--- config.mk ---
export PLATFORM = sky130hd
export DESIGN_NAME = sr_cmd_debounce
export DESIGN_NICKNAME = d
export VERILOG_FILES = /design/src/rtl/sr_cmd_debounce.sv
export SDC_FILE = /design/constraint.sdc
export NUM_CORES = 1
export LEC_CHECK = 0
export ABC_AREA = 1
export CORE_ASPECT_RATIO = 1.1
export CORE_UTILIZATION = 45
export CTS_BUF_LIST = sky130_fd_sc_hd__clkbuf_4
export DETAILED_ROUTE_END_ITERATION = 12
export SYNTH_ARGS = -nofsm -noshare
export SYNTH_HDL_FRONTEND = slang
export SYNTH_SLANG_ARGS = --single-unit
--- constraint.sdc ---
create_clock -name clk -period 2.2 [get_ports clk]
set_clock_uncertainty 0.05 [all_clocks]
set_input_delay 0.33 -clock clk [delete_from_list [all_inputs] [get_ports clk]]
set_output_delay 0.33 -clock clk [all_outputs]
set_load 0.1 [all_outputs]
--- src/rtl/sr_cmd_debounce.sv ---
// Set/reset push-button front end: per-channel sync + debounce + rise detect,
// then a registered command stage that never lets s and r fire together.

module sr_cmd_debounce_ch #(
  parameter int DEBOUNCE_CYCLES = 4,
  parameter int CNT_W           = 8
) (
  input  logic clk,
  input  logic rst_n,
  input  logic btn,
  output logic db,
  output logic rise
);
  logic             meta, sync, db_d;
  logic [CNT_W-1:0] cnt;

  always_ff @(posedge clk or negedge rst_n) begin
    if (!rst_n) begin
      meta <= 1'b0;
      sync <= 1'b0;
      db   <= 1'b0;
      db_d <= 1'b0;
      cnt  <= '0;
    end else begin
      meta <= btn;
      sync <= meta;
      db_d <= db;
      // any agreeing sample restarts the count, so short glitches never land
      if (sync == db) begin
        cnt <= '0;
      end else if (cnt == CNT_W'(DEBOUNCE_CYCLES - 1)) begin
        db  <= sync;
        cnt <= '0;
      end else begin
        cnt <= cnt + 1'b1;
      end
    end
  end

  assign rise = db & ~db_d;
endmodule

module sr_cmd_debounce #(
  parameter int DEBOUNCE_CYCLES = 4,
  parameter int CNT_W           = 8
) (
  input  logic clk,
  input  logic rst_n,
  input  logic set_btn,
  input  logic rst_btn,
  output logic s,
  output logic r,
  output logic conflict,
  output logic set_level,
  output logic rst_level
);
  localparam int NUM_CH = 2;  // [0] = set, [1] = reset

  logic [NUM_CH-1:0] btn, db, rise;

  assign btn = {rst_btn, set_btn};

  for (genvar i = 0; i < NUM_CH; i++) begin : g_ch
    sr_cmd_debounce_ch #(
      .DEBOUNCE_CYCLES(DEBOUNCE_CYCLES),
      .CNT_W          (CNT_W)
    ) u_ch (
      .clk  (clk),
      .rst_n(rst_n),
      .btn  (btn[i]),
      .db   (db[i]),
      .rise (rise[i])
    );
  end

  // a rise is dropped whenever the opposite channel is currently held
  always_ff @(posedge clk or negedge rst_n) begin
    if (!rst_n) begin
      s        <= 1'b0;
      r        <= 1'b0;
      conflict <= 1'b0;
    end else begin
      s        <= rise[0] & ~db[1];
      r        <= rise[1] & ~db[0];
      conflict <= (rise[0] & db[1]) | (rise[1] & db[0]);
    end
  end

  assign set_level = db[0];
  assign rst_level = db[1];
endmodule

==> results_dict.tcl <==
set metrics [dict create \
    stdcell_count 180 \
    routed_wl_um 1940 \
    max-slew-margin-rel 0.779 \
    synth_commonest_cells "sky130_fd_sc_hd__nand2_1, sky130_fd_sc_hd__dfrtp_1, sky130_fd_sc_hd__nor2_1" \
    crit_path_cell_trace "buf_4" \
    cts.path.max_buffers 2 \
    worst_pin_slew_ns 0.331 \
    timing.critical_path.slowest_stage_cell "sky130_fd_sc_hd__dfrtp_1" \
    area_delta_synth_final_pct 11.6 \
    floorplan.die_area_um2 2910 \
    antennaDiodeCount 0 \
    synth.yosys.warnings 0 \
    antenna_violating_nets_post_route 0 \
    synth-seq-cells 27 \
    synthMuxAreaShare 0 \
    tritoncts_num_sinks 27 \
    arrival_ns 1.14 \
    layout.nets 158 \
    path_length_in_cells_of_the_critical_path 1 \
    mean_syn_cell_area_um2 8.92 \
    cellPowerDensity_nw_per_um2 1080 \
    worst-path-buf-inv 1 \
    chip_width_um 51.5 \
    ys_top_cells_by_area "sky130_fd_sc_hd__dfrtp_1, sky130_fd_sc_hd__nand2_1, sky130_fd_sc_hd__nor2_1" \
    hold_viol_final 0 \
    timing.fmax_mhz 660 \
    endpoint_kind "output pin" \
    req_time_crit_path_ns 1.82 \
    highest_layer "met4" \
    reg2regPathDepth 5 \
    synthFlopType "sky130_fd_sc_hd__dfrtp_1" \
    met2WireLength_um 821 \
    clk_pin_slew_ns 0.15 \
    met3RoutedLength_um 44 \
    seq_cell_area_um2 676 \
    synth_cell_types 19 \
    via_count 836 \
    synth-edff-count 0 \
    fraction_of_the_mapped_netlist_area_in_simple_logic_gates 0.264 \
    final_layout_size_suffix_gt1_frac 0.128 \
    drc 0 \
    detail_placement_hpwl_um 1450 \
    core_area_um2 2520 \
    kind_of_launch_point_of_the_worst_setup_path "register" \
    final.fill_count 247 \
    drtIter0Drc 14 \
    grt_start_max_net_pins 28 \
    metal1_wirelength_um 1060 \
    grt_first_pass_wirelength_um 3640 \
    tritoncts "yes" \
    clock_tree.root_cell "sky130_fd_sc_hd__clkbuf_4" \
    std_cell_rows 19 \
    area_of_the_mapped_netlist_um2 1210 \
    cts_made_buffers 3 \
    status "finished clean" \
    final-setup-viol-count 0 \
    globalRoute.totalOverflow 0 \
    post-route-min-period_ns 1.52 \
    grt_setup_unrepaired "no" \
    synthesis.instances 136 \
    combined_area_of_the_multi_input_logic_cells_um2 474 \
    htree_levels 1 \
    drtPass1Iterations 4 \
    grtUsageTotal 0.166 \
    post_cts_repair_timing_setup_buffer_count 0 \
    post-synth-top-count-cell "sky130_fd_sc_hd__nand2_1" \
    p_leak_nw 0.653 \
    placed_cells_incl_taps 176 \
    critPathMaxFanout 6 \
    library_cell_with_the_largest_summed_area_after_synthesis "sky130_fd_sc_hd__dfrtp_1" \
    synth_fp_nets 144 \
    final_critical_path_share_of_the_clock_period 0.689 \
    timing.hold.ws_ns 0.300 \
    timing.max_cap.violations 0 \
    chipHeight_um 56.5 \
    synth_async_sr_flop_share 1.00 \
    gp_routability_congestion 0.781 \
    synth_largest_type_area_fraction 0.557 \
    worst_path_dominant_cell_family "flip-flops" \
    buffer_ports.inserted 8 \
    grt_antenna_before_repair 0 \
    worstHoldPathType "in -> async" \
    post_synth_fa_ha_maj_area_fraction 0.0412 \
    criticalPathCategory "reg -> out" \
    route.detailed.wl_per_inst_um 10.8 \
    power.ir.vdd_worst_v 0.000697 \
    detail_route.vias_per_cell 4.64 \
    number_of_cells_upsized_or_downsized_after_cts 0 \
    fraction_of_the_mapped_netlist_area_in_compound_gates 0.0278 \
    finalSetupTns_ns 0 \
    grt_pass1_vias 841 \
    io-pin-count 9 \
    clkLatencyLatePin_ns 0.32 \
    finalMaxSlewViolations 0 \
    synth_sequential_area_ratio 0.557 \
    cts_hold_buf 0 \
    main_combinational_cell_family_by_area_after_synthesis "simple AND/OR/NAND/NOR gates" \
    critical_path.max_stage_delay_ns 0.48 \
    starting_density_of_the_core 0.482 \
    post_synthesis_xor_xnor_area_fraction 0.0577 \
]
-- cells in the final DEF, fill, tap and decap left out --
master	n
sky130_fd_sc_hd__nor3_1	2
sky130_fd_sc_hd__inv_1	16
sky130_fd_sc_hd__a211oi_1	1
sky130_fd_sc_hd__clkbuf_4	3
sky130_fd_sc_hd__nor2_1	24
sky130_fd_sc_hd__a21oi_2	1
sky130_fd_sc_hd__xor2_1	6
sky130_fd_sc_hd__buf_4	6
sky130_fd_sc_hd__ha_1	4
sky130_fd_sc_hd__clkdlybuf4s50_1	3
sky130_fd_sc_hd__a21oi_1	1
sky130_fd_sc_hd__o21bai_1	1
sky130_fd_sc_hd__nor3b_1	1
sky130_fd_sc_hd__nand3_1	10
sky130_fd_sc_hd__nor2_2	2
sky130_fd_sc_hd__inv_2	1
sky130_fd_sc_hd__o21ai_1	1
sky130_fd_sc_hd__clkinv_2	1
sky130_fd_sc_hd__dfrtp_1	27
sky130_fd_sc_hd__nand2_2	4
sky130_fd_sc_hd__and2_4	1
sky130_fd_sc_hd__nand2_1	31
sky130_fd_sc_hd__xnor2_1	2
-- layer usage --
| metal | GRT usage | up-vias |
|---|---|---|
| met3 | 0.0325 | 2 |
| met1 | 0.247 | 383 |
| li1 | - | 440 |
| met5 | 0 | - |
| met2 | 0.239 | 11 |
| met4 | 0.0579 | 0 |
-- registers in the layout (all words and copies together) (netlist names) --
register	cells
g_ch.u_ch.cnt	16
g_ch.u_ch.db	2
g_ch.u_ch.db_d	2
g_ch.u_ch.meta	2
g_ch.u_ch.sync	2
conflict	1
r	1
s	1
-- final cells by class --
type	count	area share
sequential	27	0.499
multi-input combinational	92	0.350
timing repair buffer	9	0.0554
inverter	17	0.0471
tap	31	0.0286
clock buffer	3	0.0166
clock inverter	1	0.00369
-- final timing paths --
check | startpoint | end | slack [ns]
worst max-delay path | g_ch[1].u_ch.db | rst_level | 0.68
worst min-delay path | rst_n | g_ch[1].u_ch.cnt[0] | 0.30
worst max register to register | g_ch[1].u_ch.cnt[0] | g_ch[1].u_ch.cnt[0] | 0.86
worst min register to register | g_ch[0].u_ch.meta | g_ch[0].u_ch.sync | 0.32
max in group asynchronous | rst_n | g_ch[0].u_ch.cnt[1] | 1.55
min in group clk | g_ch[0].u_ch.meta | g_ch[0].u_ch.sync | 0.32
-- per-stage QoR --
stage | util | power, mW | worst slack, ns | area [µm²]
final | 0.538 | 1.46 | 0.684 | 1360
after CTS | 0.538 | 1.47 | 0.655 | 1360
after global placement | 0.527 | 1.24 | 0.992 | 1330
after global routing | 0.538 | 1.55 | 0.608 | 1360
after floorplan | - | 1.12 | 0.635 | 1210
after detailed placement | 0.527 | 1.26 | 0.893 | 1330
-- power breakdown --
part,switching [mW],internal [mW],leakage [nW],total [mW]
Sequential,0.0957,0.589,0.356,0.685
Clock,0.151,0.0681,0.0177,0.219
Combinational,0.416,0.139,0.279,0.554
Total,0.662,0.796,0.653,1.46
-- kinds of logic (layout without fill, tap and decap cells) --
logic type,Yosys count,in the layout
buffers and inverters,17,30
XOR/XNOR,8,8
flip-flops,27,27
adder cells (fa/ha/maj),4,4
AND/OR/NAND/NOR,75,75
AO/OA/AOI/OAI,5,5
Note: power is estimated with default switching activity, not from simulation.
